===== src/rtl/axis_1553_decoder.sv =====
// axis_1553_decoder: MIL-STD-1553 Manchester receive decoder with an AXI-Stream master output.
// Recovers the sync type, 16 data bits (MSB first) and the parity bit from the diff/en_diff line pair.
// Optional build macro DECODER_STATS_EN adds saturating word/error/parity/overrun counters.
module axis_1553_decoder #(
    parameter int clock_speed = 16000000,
    parameter int sync_tol    = 2
) (
    input  logic        aclk,
    input  logic        arst,
    input  logic        parity_set,
    input  logic [1:0]  diff,
    input  logic        en_diff,
    output logic [15:0] m_axis_tdata,
    output logic [7:0]  m_axis_tuser,
    output logic        m_axis_tvalid,
    input  logic        m_axis_tready,
    output logic        rx_error,
    output logic        rx_overrun
`ifdef DECODER_STATS_EN
    ,
    output logic [15:0] stat_words,
    output logic [15:0] stat_errors,
    output logic [15:0] stat_parity,
    output logic [15:0] stat_overrun
`endif
);

    localparam int CPB       = clock_speed / 1000000;
    localparam int HALF_SYNC = 3 * CPB / 2;
    localparam int RUN_MAX   = 4 * CPB;
    localparam int RUN_W     = $clog2(RUN_MAX + 1);
    localparam int TMR_W     = $clog2(HALF_SYNC + 1);

    localparam logic [RUN_W-1:0] RUN_SAT  = RUN_W'(RUN_MAX);
    localparam logic [RUN_W:0]   SYNC_LO  = (RUN_W + 1)'(HALF_SYNC - sync_tol);
    localparam logic [RUN_W:0]   SYNC_HI  = (RUN_W + 1)'(HALF_SYNC + sync_tol);
    localparam logic [TMR_W-1:0] T_SYNC   = TMR_W'(HALF_SYNC - 1);
    localparam logic [TMR_W-1:0] T_A      = TMR_W'(CPB / 4);
    localparam logic [TMR_W-1:0] T_B      = TMR_W'(3 * CPB / 4);
    localparam logic [TMR_W-1:0] T_WRAP   = TMR_W'(CPB - 1);

    localparam logic [1:0] S_IDLE = 2'd0;
    localparam logic [1:0] S_SYNC = 2'd1;
    localparam logic [1:0] S_BITS = 2'd2;
    localparam logic [1:0] S_DONE = 2'd3;

    logic             rst_m;
    logic             rst_s;
    logic [2:0]       sync_m;
    logic [2:0]       sync_s;
    logic [1:0]       line;
    logic [1:0]       line_q;
    logic             change;
    logic [RUN_W-1:0] run;
    logic [RUN_W:0]   dur;
    logic [1:0]       state;
    logic [TMR_W-1:0] tmr;
    logic [4:0]       bit_idx;
    logic [16:0]      shreg;
    logic [2:0]       sync_type;
    logic             sync_lvl;
    logic [1:0]       samp_a;
    logic             perr;
    logic             load;
    logic             overrun;
    logic             sync_edge;

    // Reset bridge: assert immediately, release two clocks after arst falls.
    always_ff @(posedge aclk or posedge arst) begin
        if (arst) begin
            rst_m <= 1'b1;
            rst_s <= 1'b1;
        end else begin
            rst_m <= 1'b0;
            rst_s <= rst_m;
        end
    end

    // Two-flop synchronizer for {en_diff, diff}.
    always_ff @(posedge aclk or posedge rst_s) begin
        if (rst_s) begin
            sync_m <= '0;
            sync_s <= '0;
        end else begin
            sync_m <= {en_diff, diff};
            sync_s <= sync_m;
        end
    end

    // line = {active, level}; idle is always encoded as 2'b00 so idle-to-idle is not a change.
    assign line[1] = sync_s[2] & (sync_s[1] ^ sync_s[0]);
    assign line[0] = sync_s[2] & (sync_s[1:0] == 2'b01);
    assign change  = (line != line_q);

    // run holds (cycles the previous level lasted - 1) on the cycle of a change.
    assign dur = {1'b0, run} + (RUN_W + 1)'(1);

    // A sync edge: active level to the opposite active level after a 1.5-bit run.
    assign sync_edge = change && line_q[1] && line[1] && (line_q[0] != line[0]) &&
                       (dur >= SYNC_LO) && (dur <= SYNC_HI);

    // Run-length counter since the last line change, saturating so long idle never looks like sync.
    always_ff @(posedge aclk or posedge rst_s) begin
        if (rst_s) begin
            line_q <= '0;
            run    <= '0;
        end else begin
            line_q <= line;
            if (change) begin
                run <= '0;
            end else if (run != RUN_SAT) begin
                run <= run + RUN_W'(1);
            end
        end
    end

    // Word-framing FSM: sync detect, second sync half check, then 17 fixed bit windows from the anchor.
    always_ff @(posedge aclk or posedge rst_s) begin
        if (rst_s) begin
            state     <= S_IDLE;
            tmr       <= '0;
            bit_idx   <= '0;
            shreg     <= '0;
            sync_type <= '0;
            sync_lvl  <= 1'b0;
            samp_a    <= '0;
            rx_error  <= 1'b0;
        end else begin
            rx_error <= 1'b0;
            case (state)
                S_IDLE: begin
                    if (sync_edge) begin
                        state     <= S_SYNC;
                        sync_lvl  <= line_q[0];
                        sync_type <= line_q[0] ? 3'b010 : 3'b100;
                        // The edge cycle itself is t0, so the first SYNC cycle is t0+1.
                        tmr       <= TMR_W'(1);
                    end
                end
                S_SYNC: begin
                    if (line != {1'b1, ~sync_lvl}) begin
                        rx_error <= 1'b1;
                        state    <= S_IDLE;
                    end else if (tmr == T_SYNC) begin
                        state   <= S_BITS;
                        tmr     <= '0;
                        bit_idx <= 5'd16;
                    end else begin
                        tmr <= tmr + TMR_W'(1);
                    end
                end
                S_BITS: begin
                    tmr <= (tmr == T_WRAP) ? '0 : tmr + TMR_W'(1);
                    if (tmr == T_A) begin
                        samp_a <= line;
                    end
                    if (tmr == T_B) begin
                        if (!samp_a[1] || !line[1] || (samp_a[0] == line[0])) begin
                            rx_error <= 1'b1;
                            state    <= S_IDLE;
                        end else begin
                            shreg <= {shreg[15:0], ~samp_a[0] & line[0]};
                            // Parity bit leaves at its B sample rather than at the window end.
                            if (bit_idx == 5'd0) begin
                                state <= S_DONE;
                            end else begin
                                bit_idx <= bit_idx - 5'd1;
                            end
                        end
                    end
                end
                S_DONE: begin
                    state <= S_IDLE;
                end
                default: begin
                    state <= S_IDLE;
                end
            endcase
        end
    end

    // Total ones over data and parity compared against the requested parity sense.
    assign perr    = (^shreg) ^ parity_set;
    assign load    = (state == S_DONE) && (!m_axis_tvalid || m_axis_tready);
    assign overrun = (state == S_DONE) && !load;

    // AXI-Stream output register; a new word may replace one being accepted in the same cycle.
    always_ff @(posedge aclk or posedge rst_s) begin
        if (rst_s) begin
            m_axis_tdata  <= '0;
            m_axis_tuser  <= '0;
            m_axis_tvalid <= 1'b0;
            rx_overrun    <= 1'b0;
        end else begin
            rx_overrun <= overrun;
            if (load) begin
                m_axis_tdata  <= shreg[16:1];
                m_axis_tuser  <= {sync_type, 4'b0000, perr};
                m_axis_tvalid <= 1'b1;
            end else if (m_axis_tvalid && m_axis_tready) begin
                m_axis_tvalid <= 1'b0;
            end
        end
    end

`ifdef DECODER_STATS_EN
    // Saturating event counters.
    always_ff @(posedge aclk or posedge rst_s) begin
        if (rst_s) begin
            stat_words   <= '0;
            stat_errors  <= '0;
            stat_parity  <= '0;
            stat_overrun <= '0;
        end else begin
            if (load && (stat_words != 16'hFFFF)) begin
                stat_words <= stat_words + 16'd1;
            end
            if (rx_error && (stat_errors != 16'hFFFF)) begin
                stat_errors <= stat_errors + 16'd1;
            end
            if (load && perr && (stat_parity != 16'hFFFF)) begin
                stat_parity <= stat_parity + 16'd1;
            end
            if (rx_overrun && (stat_overrun != 16'hFFFF)) begin
                stat_overrun <= stat_overrun + 16'd1;
            end
        end
    end
`endif

endmodule

===== config.mk =====
export PLATFORM = sky130hd
export DESIGN_NAME = axis_1553_decoder
export DESIGN_NICKNAME = d
export VERILOG_FILES = /design/src/rtl/axis_1553_decoder.sv
export SDC_FILE = /design/constraint.sdc
export NUM_CORES = 1
export LEC_CHECK = 0
export BUFFER_PORTS_ARGS = -buffer_cell sky130_fd_sc_hd__buf_2
export CAP_MARGIN = 20
export CORE_MARGIN = 2
export CORE_UTILIZATION = 53
export CTS_CLUSTER_DIAMETER = 50
export DETAILED_ROUTE_END_ITERATION = 8
export GPL_ROUTABILITY_DRIVEN = 0
export PLACE_DENSITY = 0.82
export SLEW_MARGIN = 10
export SYNTH_ARGS = -nofsm -noshare
export SYNTH_HDL_FRONTEND = slang
export SYNTH_SLANG_ARGS = --single-unit

===== constraint.sdc =====
create_clock -name aclk -period 2.3 [get_ports aclk]
set_input_delay 0.46 -clock aclk [delete_from_list [all_inputs] [get_ports aclk]]
set_output_delay 0.46 -clock aclk [all_outputs]
set_load 0.01 [all_outputs]

==> flow_summary_export.csv <==
group,metric,value,unit
setup_path,crit_path_end_kind,"flop",
layout,finalCoreUtilization,0.642,
timing,setup_violations,0,
clocking,postCtsSetupBuffers,0,
placed_design,dp_hpwl,4.16,mm
floorplan,coreArea,0.00639,mm^2
floorplan,fp-row-count,29,
power_and_ir_drop,netSwitchingFraction,0.238,
clocking,cts_tree,"yes",
clocking,insertion_delay,0.35,ns
synthesis,ys_types,51,
synthesis,ys.flop_type,"dfrtp_1",
placed_design,io_buffers,28,
setup_path,start_kind,"flop",
synthesis,synth_warnings,0,
synthesis,yosys_register_bits,72,
setup_path,worst_ep_arrival_time,2.42,ns
power_and_ir_drop,comb_power_share,0.062,
synthesis,synthArstFlopShare,1.00,
layout,area_delta_synth_final,16.9,%
setup_path,r2r_end,"state[1]",
clocking,cts_root_buffer,"clkbuf_8",
synthesis,synth_seq_area_share,0.515,
timing,layout_worst_path_cycle_share,0.950,
floorplan,die_x,85.3,um
setup_path,timing.rr.start,"sync_s[0]",
routing,drc,0,
floorplan,start_util,0.549,
power_and_ir_drop,power.internal,1.97,mW
layout,fin_area,0.00410,mm^2
synthesis,ys_top_cells_by_area,"dfrtp_1, mux2_2, ha_1, xnor2_1, inv_1",
hold_path,hold_class,"primary input to async pin",
timing,rsz0062_at_grt,"false",
layout,layout_commonest_cell,"dfrtp_1",
placed_design,post-place-cells,408,
layout,layout_common_cells,"dfrtp_1, mux2_2, buf_2",
layout,stdcell_count,424,
layout,final_nets,364,
routing,detail_route.wirelength,6.10,mm
timing,hold_viol_final,0,
power_and_ir_drop,ir_drop,0.445,mV
power_and_ir_drop,pwr-share-clk,0.435,
timing,finalSetupTns,0,ns
clocking,hold_buffers,0,
power_and_ir_drop,seq_power_share,0.504,
synthesis,synth_area_leader_cell,"dfrtp_1",
timing,min_period,2.19,ns
floorplan,die_area,0.00728,mm^2
power_and_ir_drop,power.density,630,mW/mm^2
setup_path,cp_max_fo,3,
grt,track_usage,0.184,
layout,fillCellCount,465,
timing,drv_slew,0,
layout,drive_above_1_share,0.349,
placed_design,place_area,0.00384,mm^2
clocking,cts-htree-levels,3,
routing,via_count,2283,
grt,grt_pass1_vias,2291,
setup_path,worst_ep_required_time,2.53,ns
layout,diodes,0,
synthesis,synth_enable_flop_cells,0,
routing,antenna_left,0,
setup_path,path_class,"flop to flop",
clocking,clk_path_buf_depth,2,
grt,grt-ovfl-total,0,
floorplan,die_h,85.3,um
timing,timing.final.ws_setup,0.114,ns
power_and_ir_drop,power.leakage,2.07,nW
floorplan,io_pins,34,
synthesis,syn_area,0.00351,mm^2
placed_design,pre_cts_ws,0.0698,ns
setup_path,rrSetupSlack,0.11,ns
power_and_ir_drop,p_sw,0.614,mW
run_status,outcome,"completed",
grt,grt_pass1_wl,10.6,mm
routing,viasPerCell,5.38,
timing,fin_skew,0.0123,ns
synthesis,synth.top_cell.area_share,0.500,
clocking,numCtsBuffers,9,
routing,drt-initial-drc-count,121,
timing,max_clock_freq,0.458,GHz
grt,grt_max_degree,71,
clocking,cts.clk_slew.worst_paths,0.08,ns
routing,firstDrtPassIters,4,
synthesis,avgSynthCellArea,12.0,um^2
grt,antenna_found_initial,0,
routing,wl_per_cell,14.4,um
synthesis,postSynthCellCount,291,
clocking,clock-sinks,72,
flow_run,max_cap_viol_count,0,
clocking,cts-resized-gates,0,
setup_path,worst_r2r_path_depth,9,
## metal layers
metal	track usage	share of wire
met3	0.0418	0.036
met2	0.310	0.51
met5	0	0
met4	0.0649	0.013
met1	0.235	0.44
## worst max-delay path, cell delays in order (launching register included)
cell and delay (ns):
dfrtp_1 0.37, ha_1 0.21, and2_1 0.17, ha_1 0.28, and4bb_2 0.32, o21ai_0 0.10, a21oi_1 0.14, a21oi_1 0.07
nand2_2 0.12, mux2_4 0.30
## metrics by stage
stage / hold slack (ns) / power [mW]
final: 0.116 / 2.58
after global routing: 0.120 / 2.70
after CTS: 0.108 / 2.61
after detailed placement: 0.336 / 1.48
after global placement: 0.334 / 1.47
after floorplan: 0.331 / 1.43
## registers in the layout, indices dropped and copies added, names as in the netlist, 2 cells and up
name / cells
sync_s: 3
bit_idx: 5
samp_a: 2
line_q: 2
sync_m: 3
tmr: 5
m_axis_tuser: 3
shreg: 17
sync_type: 2
m_axis_tdata: 16
state: 2
run: 7
## layout make-up
type | instances | area, um^2 | area share
timing repair buffer | 44 | 280 | 0.0684
tap | 77 | 96.3 | 0.0235
clock buffer | 9 | 124 | 0.0302
multi-input combinational | 196 | 1620 | 0.395
inverter | 19 | 72.6 | 0.0177
sequential | 72 | 1800 | 0.440
clock inverter | 7 | 103 | 0.0250
## logic make-up after synthesis
logic type	Yosys count	share of synthesized area
other cells	1	0.00107
simple gates	67	0.106
fa+ha+maj	15	0.0535
xor+xnor	26	0.0671
buf+inv	28	0.0360
flops	72	0.515
mux	46	0.149
compound gates	36	0.0725
## power by group through the flow
| stage | Combinational, mW | Sequential [mW] | Clock, mW |
|---|---|---|---|
| finish | 0.159 | 1.30 | 1.12 |
| floorplan | 0.108 | 1.32 | 0 |
| CTS | 0.160 | 1.30 | 1.15 |
| detailed placement | 0.156 | 1.33 | 0 |
| global route | 0.181 | 1.30 | 1.22 |
| global placement | 0.148 | 1.33 | 0 |
## worst max path at each step
stage / from / to / slack [ns]
final: sync_s[0] / state[1] / 0.11
after global routing: sync_s[0] / state[1] / 0.0009
after CTS: sync_s[0] / bit_idx[1] / 0.06
after detailed placement: sync_s[0] / shreg[8] / 0.07
after global placement: run[0] / state[1] / 0.13
after floorplan: sync_s[0] / shreg[0] / 0.03
## cells in the mapped netlist, types with 2 or more instances
master and count:
dfrtp_1 70, mux2_2 38, inv_1 18, xnor2_1 18
ha_1 15, nand2_1 15, nor2_1 15, a21oi_1 8
o21ai_0 8, nand3_1 7, xor2_1 7, buf_4 5
mux2i_1 5, nand2b_1 5, nor2b_1 5, o211ai_1 4
and3_1 3, clkbuf_1 3, mux2_4 3, a22o_1 2
a31oi_1 2, and2_1 2, dfstp_2 2, nor4_1 2
o31ai_1 2, or3b_2 2
Power figures use the tool's default switching activity.
